## config.mk

```make
export PLATFORM = sky130hd
export DESIGN_NAME = bcd_mmss_timer_flat
export DESIGN_NICKNAME = d
export VERILOG_FILES = /design/src/rtl/bcd_mmss_timer_pkg.sv /design/src/rtl/bcd_mmss_timer_if.sv /design/src/rtl/bcd_mmss_timer_bcd_mod_field.sv /design/src/rtl/bcd_mmss_timer.sv /design/src/flat_wrapper.sv
export SDC_FILE = /design/constraint.sdc
export NUM_CORES = 1
export LEC_CHECK = 0
export BUFFER_PORTS_ARGS = -buffer_cell sky130_fd_sc_hd__buf_2
export CAP_MARGIN = 25
export CORE_AREA = 5 5 65 67
export DETAILED_ROUTE_END_ITERATION = 16
export DIE_AREA = 0 0 70 72
export GPL_ROUTABILITY_DRIVEN = 0
export PLACE_DENSITY = 0.7
export SETUP_SLACK_MARGIN = 0.2
export SLEW_MARGIN = 20
export SYNTH_ARGS = -nofsm -noshare
export SYNTH_HDL_FRONTEND = slang
export SYNTH_SLANG_ARGS = --single-unit
```

## constraint.sdc

```tcl
create_clock -name clk -period 6.5 [get_ports clk]
set_input_delay 0 -clock clk [delete_from_list [all_inputs] [get_ports clk]]
set_output_delay 0 -clock clk [all_outputs]
set_load 0.005 [all_outputs]
```

## src/rtl/bcd_mmss_timer_pkg.sv

```systemverilog
// rtl/bcd_mmss_timer_pkg.sv - shared BCD types and range limits for the mm:ss timer
package bcd_mmss_timer_pkg;
  typedef logic [3:0] bcd_t;

  localparam int SEC_MAX    = 59;
  localparam int MIN_MAX_LO = 1;
  localparam int MIN_MAX_HI = 99;

  function automatic int clamp_min_max(input int v);
    if (v < MIN_MAX_LO) return MIN_MAX_LO;
    if (v > MIN_MAX_HI) return MIN_MAX_HI;
    return v;
  endfunction
endpackage

```

## src/rtl/bcd_mmss_timer_if.sv

```systemverilog
// rtl/bcd_mmss_timer_if.sv - control inputs and BCD display outputs of the mm:ss timer
interface bcd_mmss_timer_if;
  import bcd_mmss_timer_pkg::*;

  logic tick_1hz;
  logic tick_2hz;
  logic pause;
  logic adj;
  logic sel;
  logic dir;
  bcd_t sec_ones;
  bcd_t sec_tens;
  bcd_t min_ones;
  bcd_t min_tens;
  logic wrap;
  logic done;

  modport master (
    output tick_1hz, tick_2hz, pause, adj, sel, dir,
    input  sec_ones, sec_tens, min_ones, min_tens, wrap, done
  );

  modport slave (
    input  tick_1hz, tick_2hz, pause, adj, sel, dir,
    output sec_ones, sec_tens, min_ones, min_tens, wrap, done
  );
endinterface

```

## src/rtl/bcd_mmss_timer_bcd_mod_field.sv

```systemverilog
// rtl/bcd_mmss_timer_bcd_mod_field.sv - two-digit BCD mod-(MAX+1) up/down counter
module bcd_mod_field
  import bcd_mmss_timer_pkg::*;
#(
  parameter int MAX = 59
) (
  input  logic clk,
  input  logic rst,
  input  logic inc,
  input  logic dec,
  output bcd_t ones,
  output bcd_t tens,
  output logic carry_out,
  output logic borrow_out,
  output logic is_zero
);
  localparam bcd_t MAX_TENS = bcd_t'(MAX / 10);
  localparam bcd_t MAX_ONES = bcd_t'(MAX % 10);

  logic at_max;

  assign at_max     = (tens == MAX_TENS) && (ones == MAX_ONES);
  assign is_zero    = (tens == 4'd0) && (ones == 4'd0);
  assign carry_out  = inc && at_max;
  // inc wins over dec, so a borrow is only reported when dec really acts
  assign borrow_out = dec && !inc && is_zero;

  always_ff @(posedge clk) begin
    if (rst) begin
      ones <= 4'd0;
      tens <= 4'd0;
    end else if (inc) begin
      if (at_max) begin
        ones <= 4'd0;
        tens <= 4'd0;
      end else if (ones == 4'd9) begin
        ones <= 4'd0;
        tens <= tens + 4'd1;
      end else begin
        ones <= ones + 4'd1;
      end
    end else if (dec) begin
      if (is_zero) begin
        ones <= MAX_ONES;
        tens <= MAX_TENS;
      end else if (ones == 4'd0) begin
        ones <= 4'd9;
        tens <= tens - 4'd1;
      end else begin
        ones <= ones - 4'd1;
      end
    end
  end
endmodule

```

## src/rtl/bcd_mmss_timer.sv

```systemverilog
// rtl/bcd_mmss_timer.sv - BCD mm:ss run/adjust timer with wrap and done flags
module bcd_mmss_timer
  import bcd_mmss_timer_pkg::*;
#(
  parameter int MIN_MAX = 59,
  parameter int DOWN_EN = 1
) (
  input  logic            clk,
  input  logic            rst,
  bcd_mmss_timer_if.slave bus
);
  localparam int MIN_LIM = clamp_min_max(MIN_MAX);

  logic dir_eff, run_tick, up, down, adj_step;
  logic sec_inc, sec_dec, min_inc, min_dec;
  logic sec_carry, sec_borrow, sec_zero;
  logic min_carry, min_borrow, min_zero;
  logic all_zero, at_one;
  logic wrap_q, done_q;

  assign dir_eff  = (DOWN_EN != 0) && bus.dir;
  assign run_tick = !bus.adj && !bus.pause && bus.tick_1hz;
  assign up       = run_tick && !dir_eff;
  assign down     = run_tick && dir_eff;
  assign adj_step = bus.adj && bus.tick_2hz;

  assign all_zero = sec_zero && min_zero;
  assign at_one   = min_zero && (bus.sec_tens == 4'd0) && (bus.sec_ones == 4'd1);

  // down-counting parks at 00:00 instead of borrowing into MIN_MAX:59
  assign sec_inc = up || (adj_step && bus.sel);
  assign sec_dec = down && !all_zero;
  assign min_inc = (up && sec_carry) || (adj_step && !bus.sel);
  assign min_dec = down && !all_zero && sec_borrow;

  bcd_mod_field #(.MAX(SEC_MAX)) u_sec (
    .clk        (clk),
    .rst        (rst),
    .inc        (sec_inc),
    .dec        (sec_dec),
    .ones       (bus.sec_ones),
    .tens       (bus.sec_tens),
    .carry_out  (sec_carry),
    .borrow_out (sec_borrow),
    .is_zero    (sec_zero)
  );

  bcd_mod_field #(.MAX(MIN_LIM)) u_min (
    .clk        (clk),
    .rst        (rst),
    .inc        (min_inc),
    .dec        (min_dec),
    .ones       (bus.min_ones),
    .tens       (bus.min_tens),
    .carry_out  (min_carry),
    .borrow_out (min_borrow),
    .is_zero    (min_zero)
  );

  always_ff @(posedge clk) begin
    if (rst) begin
      wrap_q <= 1'b0;
      done_q <= 1'b0;
    end else begin
      wrap_q <= up && min_carry;
      if (adj_step || up) begin
        done_q <= 1'b0;
      end else if (down && (all_zero || at_one)) begin
        done_q <= 1'b1;
      end
    end
  end

  assign bus.wrap = wrap_q;
  assign bus.done = done_q;

  logic unused_borrow;
  assign unused_borrow = min_borrow;
endmodule
```

## src/flat_wrapper.sv

```systemverilog
// flat-port wrapper written by rule: the top's interface ports become plain ports
module bcd_mmss_timer_flat import bcd_mmss_timer_pkg::*;
#(
  parameter int MIN_MAX = 59,
  parameter int DOWN_EN = 1
)
  (clk, rst, bus_tick_1hz, bus_tick_2hz, bus_pause, bus_adj, bus_sel, bus_dir, bus_sec_ones, bus_sec_tens, bus_min_ones, bus_min_tens, bus_wrap, bus_done);
  bcd_mmss_timer_if bus_i ();
  input  logic clk;
  input  logic rst;
  input wire logic [$bits(bus_i.tick_1hz)-1:0] bus_tick_1hz;
  input wire logic [$bits(bus_i.tick_2hz)-1:0] bus_tick_2hz;
  input wire logic [$bits(bus_i.pause)-1:0] bus_pause;
  input wire logic [$bits(bus_i.adj)-1:0] bus_adj;
  input wire logic [$bits(bus_i.sel)-1:0] bus_sel;
  input wire logic [$bits(bus_i.dir)-1:0] bus_dir;
  output wire logic [$bits(bus_i.sec_ones)-1:0] bus_sec_ones;
  output wire logic [$bits(bus_i.sec_tens)-1:0] bus_sec_tens;
  output wire logic [$bits(bus_i.min_ones)-1:0] bus_min_ones;
  output wire logic [$bits(bus_i.min_tens)-1:0] bus_min_tens;
  output wire logic [$bits(bus_i.wrap)-1:0] bus_wrap;
  output wire logic [$bits(bus_i.done)-1:0] bus_done;
  assign bus_i.tick_1hz = bus_tick_1hz;
  assign bus_i.tick_2hz = bus_tick_2hz;
  assign bus_i.pause = bus_pause;
  assign bus_i.adj = bus_adj;
  assign bus_i.sel = bus_sel;
  assign bus_i.dir = bus_dir;
  assign bus_sec_ones = bus_i.sec_ones;
  assign bus_sec_tens = bus_i.sec_tens;
  assign bus_min_ones = bus_i.min_ones;
  assign bus_min_tens = bus_i.min_tens;
  assign bus_wrap = bus_i.wrap;
  assign bus_done = bus_i.done;
  bcd_mmss_timer #(.MIN_MAX(MIN_MAX), .DOWN_EN(DOWN_EN)) u_core (.clk(clk), .rst(rst), .bus(bus_i));
endmodule
```

# Word level (Yosys, flattened, before mapping)
# Cells that the tools add are included.
[totals]
register_bits = 18
in_bits = 8
output_inout_bits = 18
elab_cells = 89
[classes]
add_sub_neg = 8
eq_ne = 7
muxes = 24
n_reduce_logical = 44
[ops]
columns = ["operator", "n"]
rows = [
  ["4-bit 2-to-1 mux", 24],
  ["1-bit logical AND", 23],
  ["4-bit by 1-bit adder with 4-bit output, second input constant", 4],
  ["4-bit zero test", 4],
  ["4-bit by 1-bit subtractor with 4-bit output, second input constant", 4],
  ["4-bit by 3-bit equality test with 1-bit output, second input constant", 2],
  ["4-bit equality test, second input constant", 2],
  ["1-bit zero test", 6],
  ["3-bit by 1-bit inequality test with 1-bit output, second input constant", 2],
  ["3-bit AND reduction", 2],
  ["3-bit nonzero test", 2],
  ["4-bit by 1-bit equality test with 1-bit output, second input constant", 1],
  ["1-bit logical OR", 4],
  ["2-bit nonzero test", 2],
  ["2-bit OR reduction", 1],
]

# Depth between registers and ports, before layout
[depth]
depth_word = 11
depth_mapped = 8
depth_no_buf = 7

# By module
# Synthesis repeated with hierarchy kept, for this count alone.
[hier_totals]
hier_cells = 194
hier_area_um2 = 1567.8
[modules_own_cells]
columns = ["module", "n_inst", "cells_each", "area_per_inst_um2", "seq_area_each_um2"]
rows = [
  ["bcd_mod_field (u_core.u_sec)", 1, 87, 724.4, 160.2],
  ["bcd_mod_field (u_core.u_min)", 1, 86, 685.7, 160.2],
  ["bcd_mmss_timer", 1, 21, 157.7, 40.0],
]

# Least setup slack after synthesis
# Ideal clock, no wire load.
[synth_timing]
path_kind = "register to register"
startpoint = "reg u_core.u_min.ones[0]"
endpoint = "reg u_core.u_min.tens[2]"
setup_ps = 86
arrival_ps = 2007
t_required_ps = 6414
setup_slack_ps = 4406
path_stages_with_launch = 9
n_path_buf = 1
synth_period_minus_slack_ps = 2094
path_cell_list = "dfxtp_1 -> inv_1 -> ha_1 -> nor3b_1 -> and3_1 -> clkbuf_1 -> nor4_1 -> o22ai_1 -> a221oi_2"
[synth_between]
elab_chain_cells = 10
elab_cells_between_ends = 18
classes_between = "2 x eq/ne; 4 x mux; 12 x reduce/logical"
[synth_lines]
columns = ["element", "line", "rtl"]
rows = [
  ["start, declared", "bcd_mmss_timer_bcd_mod_field.sv:11", "output bcd_t ones,"],
  ["start signal, assigned", "bcd_mmss_timer_bcd_mod_field.sv:40", "ones <= ones + 4'd1;"],
  ["start signal, assigned", "bcd_mmss_timer_bcd_mod_field.sv:50", "ones <= ones - 4'd1;"],
  ["4-bit zero test", "bcd_mmss_timer_bcd_mod_field.sv:23, bcd_mmss_timer_bcd_mod_field.sv:46", ""],
  ["1-bit logical AND", "bcd_mmss_timer_bcd_mod_field.sv:23", "assign is_zero = (tens == 4'd0) && (ones == 4'd0);"],
  ["1-bit logical AND", "bcd_mmss_timer.sv:27", "assign all_zero = sec_zero && min_zero;"],
  ["1-bit zero test", "bcd_mmss_timer.sv:32, bcd_mmss_timer.sv:34", ""],
  ["1-bit logical AND", "bcd_mmss_timer.sv:32, bcd_mmss_timer.sv:34", ""],
  ["1-bit logical AND (2 in series)", "bcd_mmss_timer_bcd_mod_field.sv:26", "assign borrow_out = dec && !inc && is_zero;"],
  ["1-bit logical AND", "bcd_mmss_timer.sv:34", "assign min_dec = down && !all_zero && sec_borrow;"],
  ["2-bit nonzero test (no source line)", "--", ""],
  ["3-bit AND reduction (no source line)", "--", ""],
  ["end signal, assigned", "bcd_mmss_timer_bcd_mod_field.sv:38", "tens <= tens + 4'd1;"],
  ["end signal, assigned", "bcd_mmss_timer_bcd_mod_field.sv:48", "tens <= tens - 4'd1;"],
  ["end, declared", "bcd_mmss_timer_bcd_mod_field.sv:12", "output bcd_t tens,"],
]
# Several ways; a longest one is shown, not always the timed one. The select of a mux whose other input is x is not followed.
# A chain may end at the register's enable or synchronous reset.

# Final worst setup path
[layout_timing]
startpoint = "reg u_core.u_min.ones[0]"
endpoint = "reg u_core.u_min.tens[3]"
# Same word-level chain as after synthesis.

==> flow_metrics.env <==
export IMPL_wl_met2_um=1763
export IMPL_ys_flop_type="dfxtp_1"
export IMPL_worstSetupStartpointType="flop"
export IMPL_synth_area_leader_cell="dfxtp_1"
export IMPL_fmax_mhz=419.2
export IMPL_worst_pin_slew_ns=0.6585
export IMPL_drc=0
export IMPL_finalSetupViolCount=0
export IMPL_numPortBuffers=25
export IMPL_synth_edf_count=0
export IMPL_crit_fanout=8
export IMPL_antenna_diode_count=0
export IMPL_syn_inst=198
export IMPL_yosys_cell_count_top_type="dfxtp_1"
export IMPL_end_kind="flop"
export IMPL_dr_pass1_iters=4
export IMPL_clockBufferDepth=2
export IMPL_critPathRequiredTime_ns=6.73
export IMPL_yosysSeqAreaShare_pct=23.49
export IMPL_cts_sinks=18
export IMPL_dp_hpwl_um=2765
export IMPL_synth_area_mm2=0.001534
export IMPL_row_count=22
export IMPL_syn_to_final_growth_pct=9.217
export IMPL_synth_seq_cells=18
export IMPL_core_mm2=0.003578
export IMPL_fin_crit_sh_pct=36.70
export IMPL_critPathKind="reg2reg"
export IMPL_design_die_area_mm2=0.005040
export IMPL_grt_pass1_wl_um=6575
export IMPL_wl_met1_um=1742
export IMPL_post_cts_resize_count=0
export IMPL_tritoncts="yes"
export IMPL_die_y_um=72
export IMPL_final_cell_area_mm2=0.001675
export IMPL_grt_pass1_vias=1441
export IMPL_fill_cells=376
export IMPL_max_slew_margin_pct=56.10
export IMPL_cts_root_buf="clkbuf_4"
export IMPL_via_per_inst=5.996
export IMPL_seq_area_um2=360.3
export IMPL_track_usage_pct=15.45
export IMPL_min_path_type="in2reg"
export IMPL_min_period_ns=2.386
export IMPL_setup_tns_ns=0
export IMPL_multi_input_area_mm2=0.001062
export IMPL_clock_latency_ns=0.30
export IMPL_die_x_um=70
export IMPL_clock_skew_ns=0.003645
export IMPL_synth_common_cells="dfxtp_1, nand2_1, nand3_1"
export IMPL_leakagePower_nw=0.6297
export IMPL_ys_top_cells_by_area="dfxtp_1, ha_1, a211oi_1"
export IMPL_vias=1559
export IMPL_drtAntennaViolNets=0
export IMPL_async_reset_ff_share_pct=0
export IMPL_synthesis_nets=218
export IMPL_postCtsSetupBuffers=0
export IMPL_status="complete, no violations"
export IMPL_place_area_mm2=0.001653
export IMPL_layout_drive_gt1_share_pct=17.45
export IMPL_cts_max_level=1
export IMPL_path_clk_slew_ns=0.12
export IMPL_cts_buffers=3
export IMPL_ys_types=50
export IMPL_maxCapViolCount=0
export IMPL_start_util_pct=42.87
export IMPL_nNetsFinal=234
export IMPL_holdBufCountCts=0
export IMPL_first_iter_violations=82
export IMPL_top_layer_used="met4"
export IMPL_final_hold_violation_count=0
export IMPL_ios=26
export IMPL_wire_per_inst_um=14.37
export IMPL_wl_um=3735
export IMPL_overflow=0
export IMPL_final_max_slew_viol_count=0
export IMPL_grt_start_max_net_pins=20
export IMPL_p_per_area_mw_per_mm2=142.0
export IMPL_peakVddDrop_mv=0.08208
export IMPL_syn_area_per_cell_um2=7.747
export IMPL_rsz0062_at_grt="false"
export IMPL_arrival_ns=2.61
export IMPL_antenna_found_initial=0
export IMPL_synth_top_cell_area_share_pct=23.49
export IMPL_wl_met3_um=179
export IMPL_ys_warn_count=0
[area by class of cell]
cell class	instances	area share (%)
Clock buffer	3	1.344
Inverter	12	2.689
Multi-Input combinational cell	154	63.41
Sequential cell	18	21.51
Tap cell	48	3.585
Timing Repair Buffer	25	7.468
[per-stage QoR]
step	cells	hold slack [ns]	setup slack, ns	power [mW]	util, %
floorplan	198	0.2001	4.406	0.1658	-
global placement	257	0.3281	4.221	0.1792	46.19
detailed placement	257	0.3278	4.193	0.1791	46.19
CTS	260	0.01052	4.156	0.2359	46.82
global route	260	0.009441	3.886	0.2520	46.82
finish	260	0.003488	4.114	0.2380	46.82
[cell families after synthesis]
group	after synthesis	synth area share (%)
buf+inv	26	7.259
fa+ha+maj	12	9.788
flops	18	23.49
xor+xnor	1	0.5711
simple gates	79	28.63
compound gates	61	29.61
mux	1	0.6526
[final timing paths]
path                                      startpoint                    to  slack (ns)  depth (start not counted)
worst min-delay path                    bus_tick_2hz       u_core.bus.done       0.003                          3
worst max register to register  u_core.u_min.ones[0]  u_core.u_min.tens[3]        4.11                          7
worst min register to register       u_core.bus.done       u_core.bus.done        0.51                          1
worst max-delay path            u_core.u_min.ones[0]  u_core.u_min.tens[3]        4.11                          7
[registers in the layout (all words and copies together), names as in the netlist]
register / flops
u_core.u_min.ones: 4
u_core.bus.done: 1
u_core.u_sec.tens: 4
u_core.bus.wrap: 1
u_core.u_min.tens: 4
u_core.u_sec.ones: 4
[routing by layer]
layer,global-route usage (%),vias to the layer above
li1,-,780
met1,21.04,724
met2,24.34,49
met3,2.770,6
met4,5.957,0
met5,0,-
[worst max-delay path: stages, from the launching register on]
cell	delay, ns
dfxtp_1	0.47
inv_1	0.09
ha_1	0.26
nor3b_1	0.19
and3_1	0.28
nor4_1	0.55
o22ai_1	0.19
a221oi_2	0.28
[layout by cell type (no fill, tap or decap), drive strengths merged, types with 4 or more instances in the layout]
| cell type | count |
|---|---|
| buf | 25 |
| nand3b | 4 |
| inv | 12 |
| dfxtp | 18 |
| nand3 | 14 |
| ha | 12 |
| a221oi | 5 |
| nor2 | 12 |
| a211oi | 10 |
| a21oi | 13 |
| nor3 | 12 |
| a31oi | 4 |
| o21ai | 6 |
| nand2 | 15 |
[report_power, final]
part / switching [mW] / internal [mW]
combinational: 0.0367 / 0.0212
clock: 0.0390 / 0.0216
sequential: 0.00586 / 0.114
total: 0.0816 / 0.156
(Power assumes the default switching activity.)
